[config.mk]
export PLATFORM = sky130hd
export DESIGN_NAME = mem_bus_arbiter
export DESIGN_NICKNAME = d
export VERILOG_FILES = /design/src/rtl/mem_bus_arbiter.sv
export SDC_FILE = /design/constraint.sdc
export NUM_CORES = 1
export LEC_CHECK = 0
export BUFFER_PORTS_ARGS = -buffer_cell sky130_fd_sc_hd__buf_2
export CAP_MARGIN = 20
export CORE_AREA = 10 10 108 101
export DETAILED_ROUTE_END_ITERATION = 7
export DIE_AREA = 0 0 118 111
export SLEW_MARGIN = 20
export SYNTH_ARGS = -nofsm -noshare
export SYNTH_HDL_FRONTEND = slang
export SYNTH_SLANG_ARGS = --single-unit
[constraint.sdc]
create_clock -name clk -period 4.95 [get_ports clk]
set_clock_uncertainty 0.1 [all_clocks]
set_input_delay 1.2375 -clock clk [delete_from_list [all_inputs] [get_ports clk]]
set_output_delay 1.2375 -clock clk [all_outputs]
set_load 0.05 [all_outputs]
[src/rtl/mem_bus_arbiter.sv]
// Three-port arbiter (fetch/execute/loader) in front of a single-port memory.
// Optional MEM_ARB_RR_EN: round-robin between EX and IO; IF always highest.
module mem_bus_arbiter (
    input  logic        clk,
    input  logic        rst_n,
    input  logic        req_if,
    input  logic        req_ex,
    input  logic        req_io,
    input  logic [7:0]  addr_if,
    input  logic [7:0]  addr_ex,
    input  logic [7:0]  addr_io,
    input  logic [15:0] wdata_ex,
    input  logic [15:0] wdata_io,
    input  logic        we_ex,
    input  logic        we_io,
    input  logic [1:0]  wait_cycles,
    input  logic [15:0] mem_rdata,
    output logic        mem_en,
    output logic        mem_we,
    output logic [7:0]  mem_addr,
    output logic [15:0] mem_wdata,
    output logic [2:0]  grant,
    output logic        done_if,
    output logic        done_ex,
    output logic        done_io,
    output logic [15:0] rdata,
    output logic        busy
);

    typedef enum logic [1:0] {
        S_IDLE   = 2'd0,
        S_ACCESS = 2'd1,
        S_DONE   = 2'd2
    } state_t;

    state_t      state_q, state_d;
    logic [2:0]  grant_q, grant_d;
    logic        mem_en_q, mem_en_d;
    logic        mem_we_q, mem_we_d;
    logic [7:0]  mem_addr_q, mem_addr_d;
    logic [15:0] mem_wdata_q, mem_wdata_d;
    logic [2:0]  done_q, done_d;
    logic [15:0] rdata_q, rdata_d;
    logic        busy_q, busy_d;
    logic [1:0]  cnt_q, cnt_d;

    logic [2:0]  pick;
    logic [7:0]  addr_sel;
    logic [15:0] wdata_sel;
    logic        we_sel;

`ifdef MEM_ARB_RR_EN
    // rr_q = 0 favours EX on an EX/IO tie, 1 favours IO.
    logic rr_q, rr_d;

    always_comb begin
        if (req_if)                pick = 3'b001;
        else if (req_ex && req_io) pick = rr_q ? 3'b100 : 3'b010;
        else if (req_ex)           pick = 3'b010;
        else if (req_io)           pick = 3'b100;
        else                       pick = 3'b000;
    end
`else
    always_comb begin
        if (req_if)      pick = 3'b001;
        else if (req_ex) pick = 3'b010;
        else if (req_io) pick = 3'b100;
        else             pick = 3'b000;
    end
`endif

    // Fetch is read-only, so its write data and strobe are forced to zero.
    always_comb begin
        addr_sel  = pick[0] ? addr_if : (pick[1] ? addr_ex : addr_io);
        wdata_sel = pick[1] ? wdata_ex : (pick[2] ? wdata_io : 16'h0000);
        we_sel    = pick[1] ? we_ex : (pick[2] ? we_io : 1'b0);
    end

    always_comb begin
        // NOTE: every _d gets a default first so no path leaves it unassigned (no latches).
        state_d     = state_q;
        grant_d     = grant_q;
        mem_en_d    = mem_en_q;
        mem_we_d    = mem_we_q;
        mem_addr_d  = mem_addr_q;
        mem_wdata_d = mem_wdata_q;
        done_d      = 3'b000;
        rdata_d     = rdata_q;
        busy_d      = busy_q;
        cnt_d       = cnt_q;
`ifdef MEM_ARB_RR_EN
        rr_d        = rr_q;
`endif
        case (state_q)
            S_IDLE: begin
                if (|pick) begin
                    state_d     = S_ACCESS;
                    grant_d     = pick;
                    mem_en_d    = 1'b1;
                    mem_we_d    = we_sel;
                    mem_addr_d  = addr_sel;
                    mem_wdata_d = wdata_sel;
                    cnt_d       = wait_cycles;
                    busy_d      = 1'b1;
`ifdef MEM_ARB_RR_EN
                    if (!pick[0]) rr_d = ~rr_q;
`endif
                end
            end
            S_ACCESS: begin
                if (cnt_q == 2'd0) begin
                    state_d  = S_DONE;
                    mem_en_d = 1'b0;
                    mem_we_d = 1'b0;
                    done_d   = grant_q;
                    if (!mem_we_q) rdata_d = mem_rdata;
                end else begin
                    cnt_d = cnt_q - 2'd1;
                end
            end
            S_DONE: begin
                state_d = S_IDLE;
                grant_d = 3'b000;
                busy_d  = 1'b0;
            end
            default: begin
                state_d  = S_IDLE;
                grant_d  = 3'b000;
                mem_en_d = 1'b0;
                mem_we_d = 1'b0;
                busy_d   = 1'b0;
                cnt_d    = 2'd0;
            end
        endcase
    end

    // NOTE: sequential state uses non-blocking assignments only, so all flops update together.
    always_ff @(posedge clk or negedge rst_n) begin
        if (!rst_n) begin
            state_q     <= S_IDLE;
            grant_q     <= 3'b000;
            mem_en_q    <= 1'b0;
            mem_we_q    <= 1'b0;
            mem_addr_q  <= 8'h00;
            mem_wdata_q <= 16'h0000;
            done_q      <= 3'b000;
            rdata_q     <= 16'h0000;
            busy_q      <= 1'b0;
            cnt_q       <= 2'd0;
`ifdef MEM_ARB_RR_EN
            rr_q        <= 1'b0;
`endif
        end else begin
            state_q     <= state_d;
            grant_q     <= grant_d;
            mem_en_q    <= mem_en_d;
            mem_we_q    <= mem_we_d;
            mem_addr_q  <= mem_addr_d;
            mem_wdata_q <= mem_wdata_d;
            done_q      <= done_d;
            rdata_q     <= rdata_d;
            busy_q      <= busy_d;
            cnt_q       <= cnt_d;
`ifdef MEM_ARB_RR_EN
            rr_q        <= rr_d;
`endif
        end
    end

    assign mem_en    = mem_en_q;
    assign mem_we    = mem_we_q;
    assign mem_addr  = mem_addr_q;
    assign mem_wdata = mem_wdata_q;
    assign grant     = grant_q;
    assign done_if   = done_q[0];
    assign done_ex   = done_q[1];
    assign done_io   = done_q[2];
    assign rdata     = rdata_q;
    assign busy      = busy_q;

endmodule

==> results.sh <==
export IMPL_place_area_um2=3239
export IMPL_period_share_pct=51.96
export IMPL_worstHoldEndpoint="rdata[2]$_DFFE_PN0P_"
export IMPL_slowest_delay_ns=0.69
export IMPL_first_pass_iters=4
export IMPL_io_pins=130
export IMPL_finalCriticalPeriod_ns=2.572
export IMPL_final_cell_mix="buf_2, dfrtp_1, o21ai_0, a22oi_1, mux2_2"
export IMPL_drtIter0Drc=95
export IMPL_cpMaxStageDelayCell="nor2b_2"
export IMPL_grt_max_degree=54
export IMPL_core_um2=8753
export IMPL_grt_pass1_wl_um=11990
export IMPL_via_count=2139
export IMPL_crit_chain="buf_2 -> nor2b_2 -> a22oi_1 -> o21ai_0"
export IMPL_worst_slew_pin_slew_ns=0.8136
export IMPL_area_delta_synth_final_pct=30.98
export IMPL_min_path_type="reg2reg"
export IMPL_globalRouteTotalUtil_pct=10.88
export IMPL_fin_tns_setup_ns=0
export IMPL_clockBufferDepth=2
export IMPL_die_area_um2=13100
export IMPL_crit_family="simple AND/OR/NAND/NOR gates"
export IMPL_outcome="complete, no violations"
export IMPL_ir_drop_mv=0.3011
export IMPL_vias_per_cell=4.620
export IMPL_yosys_area_top_type_share_pct=52.29
export IMPL_cts_tree="done"
export IMPL_clk_pin_slew_worst_paths_ns=0.09
export IMPL_diodes=0
export IMPL_timing_worst_setup_path_type="in2reg"
export IMPL_r2r_setup_slack_ns=3.08
export IMPL_synth_distinct_cells=38
export IMPL_max_freq_mhz=388.8
export IMPL_synth_seq_cells=53
export IMPL_ys_warn_count=0
export IMPL_first_global_vias=2338
export IMPL_hold_start="rdata[2]$_DFFE_PN0P_"
export IMPL_fp_dieH_um=111
export IMPL_final_common_cell="buf_2"
export IMPL_die_w_um=118
export IMPL_detail_route_wl_per_cell_um=15.94
export IMPL_critPathBufInv=1
export IMPL_grt_setup_unrepaired="no"
export IMPL_worst_hold_slack_ns=0.4064
export IMPL_static_leakage_power_nw=1.663
export IMPL_postRouteAntennaNets=0
export IMPL_power_density_nw_per_um2=754.2
export IMPL_hold_path_cell_count=1
export IMPL_hold_violations=0
export IMPL_cts_sinks=53
export IMPL_layout_drive_gt1_share_pct=49.85
export IMPL_r2r_start="state_q[1]$_DFFE_PN0P_"
export IMPL_cts_made_buffers=5
export IMPL_antenna_found_initial=0
export IMPL_htreeDepth=2
export IMPL_critPathLaunchType="input pin"
export IMPL_setup_viol=0
export IMPL_cp_arrival_ns=2.69
export IMPL_r2r_cells=3
export IMPL_route_detailed_drc=0
export IMPL_cp_max_fo=17
export IMPL_synth_nets=301
export IMPL_cp_end_kind="flop"
export IMPL_synth_largest_area_cell="dfrtp_1"
export IMPL_dp_slack_ns=2.021
export IMPL_cts_hold_buffers_added=0
export IMPL_cts_resized=0
export IMPL_avgSynthCellArea_um2=11.63
export IMPL_finalPower_w=0.002506
export IMPL_grt_overflow=0
export IMPL_fin_nets=423
export IMPL_slew_limit_headroom_pct=45.58
export IMPL_required_ns=5.07
export IMPL_cap_violations=0
export IMPL_final_area_um2=3322
export IMPL_report_final_slew_viol_count=0
export IMPL_post_cts_setup_buffers=0
export IMPL_root_buffer="clkbuf_8"
export IMPL_r2r_end="mem_addr[1]$_DFFE_PN0P_"
export IMPL_setup_ws_ns=2.378
export IMPL_ys_seq_area_share_pct=52.29
export IMPL_ys_top_cells_by_area="dfrtp_1, o21ai_0, mux2_2"
export IMPL_syn_area_um2=2536
export IMPL_clkLatencyLatePin_ns=0.30
export IMPL_syn_inst=218
export IMPL_std_cell_rows=33
export IMPL_place_congestion=0.7209
export IMPL_start_util_pct=28.97
export IMPL_io_buffers=129
export IMPL_fill_cells=898
export IMPL_post_dp_hpwl_um=5507
export IMPL_wl_um=7378
-- cell usage after synthesis (all sizes together) --
| cell | n |
|---|---|
| a32oi | 1 |
| a211o | 1 |
| xnor2 | 1 |
| nor2 | 9 |
| and2 | 1 |
| nand3b | 1 |
| or3 | 2 |
| ha | 2 |
| clkbuf | 6 |
| a21oi | 3 |
| buf | 9 |
| nand2b | 1 |
| nand2 | 14 |
| mux2 | 24 |
| inv | 5 |
| nor3 | 2 |
| nand4b | 1 |
| a22oi | 16 |
| or2 | 1 |
| mux2i | 8 |
| nor3b | 1 |
| dfrtp | 53 |
| and3 | 4 |
| o311ai | 2 |
| o21ai | 47 |
| nor2b | 3 |
-- per-layer routing --
layer  global-route usage [%]  part of all wire [%]  vias up
met2                    17.73                    47       88
met1                    13.86                    45     1017
met5                        0                     0        -
met4                    1.977                  0.43        0
li1                         -                     -     1029
met3                    3.513                   6.9        5
-- power breakdown --
part	internal [W]	switching, W
clock	0.0000986	0.000142
sequential	0.000644	0.000121
combinational	0.000430	0.00107
total	0.00117	0.00133
-- final cells by class --
class,instances,area [um2],area share (%)
sequential,53,1326,39.92
tap,122,152.6,4.595
clock inverter,2,10.01,0.3013
clock buffer,6,72.57,2.185
multi-input combinational,145,1089,32.77
timing repair buffer,130,653.1,19.66
inverter,5,18.77,0.5650
-- worst max path at each step --
stage	startpoint	to	slack, ns	depth (start not counted)
floorplan	req_ex	busy$_DFFE_PN0P_	2.58	5
global placement	req_ex	mem_wdata[2]$_DFFE_PN0P_	1.75	4
detailed placement	req_ex	mem_wdata[10]$_DFFE_PN0P_	2.02	4
CTS	req_ex	mem_wdata[10]$_DFFE_PN0P_	2.33	4
global route	req_ex	mem_wdata[10]$_DFFE_PN0P_	2.20	4
finish	req_ex	mem_wdata[10]$_DFFE_PN0P_	2.38	4
-- logic make-up (layout without fill, tap and decap cells) --
logic type	Yosys count	count (layout)	share of synthesized area, %
compound gates	70	70	15.98
mux	32	32	15.29
buf+inv	20	143	4.884
simple gates	40	40	10.21
xor+xnor	1	1	0.3454
fa+ha+maj	2	2	0.9865
flops	53	53	52.29
-- sequential cells by signal, indices dropped and copies added (netlist names) --
register   count
state_q        2
mem_we         1
done_q         3
mem_addr       8
cnt_q          2
rdata         16
mem_wdata     16
busy           1
mem_en         1
grant          3
-- through the flow --
step | instances | util [%]
after detailed placement | 455 | 37.01
after floorplan | 218 | -
after global routing | 463 | 37.95
after global placement | 455 | 36.98
after CTS | 463 | 37.95
final | 463 | 37.95
No activity file was read; power rests on OpenSTA's default activity.
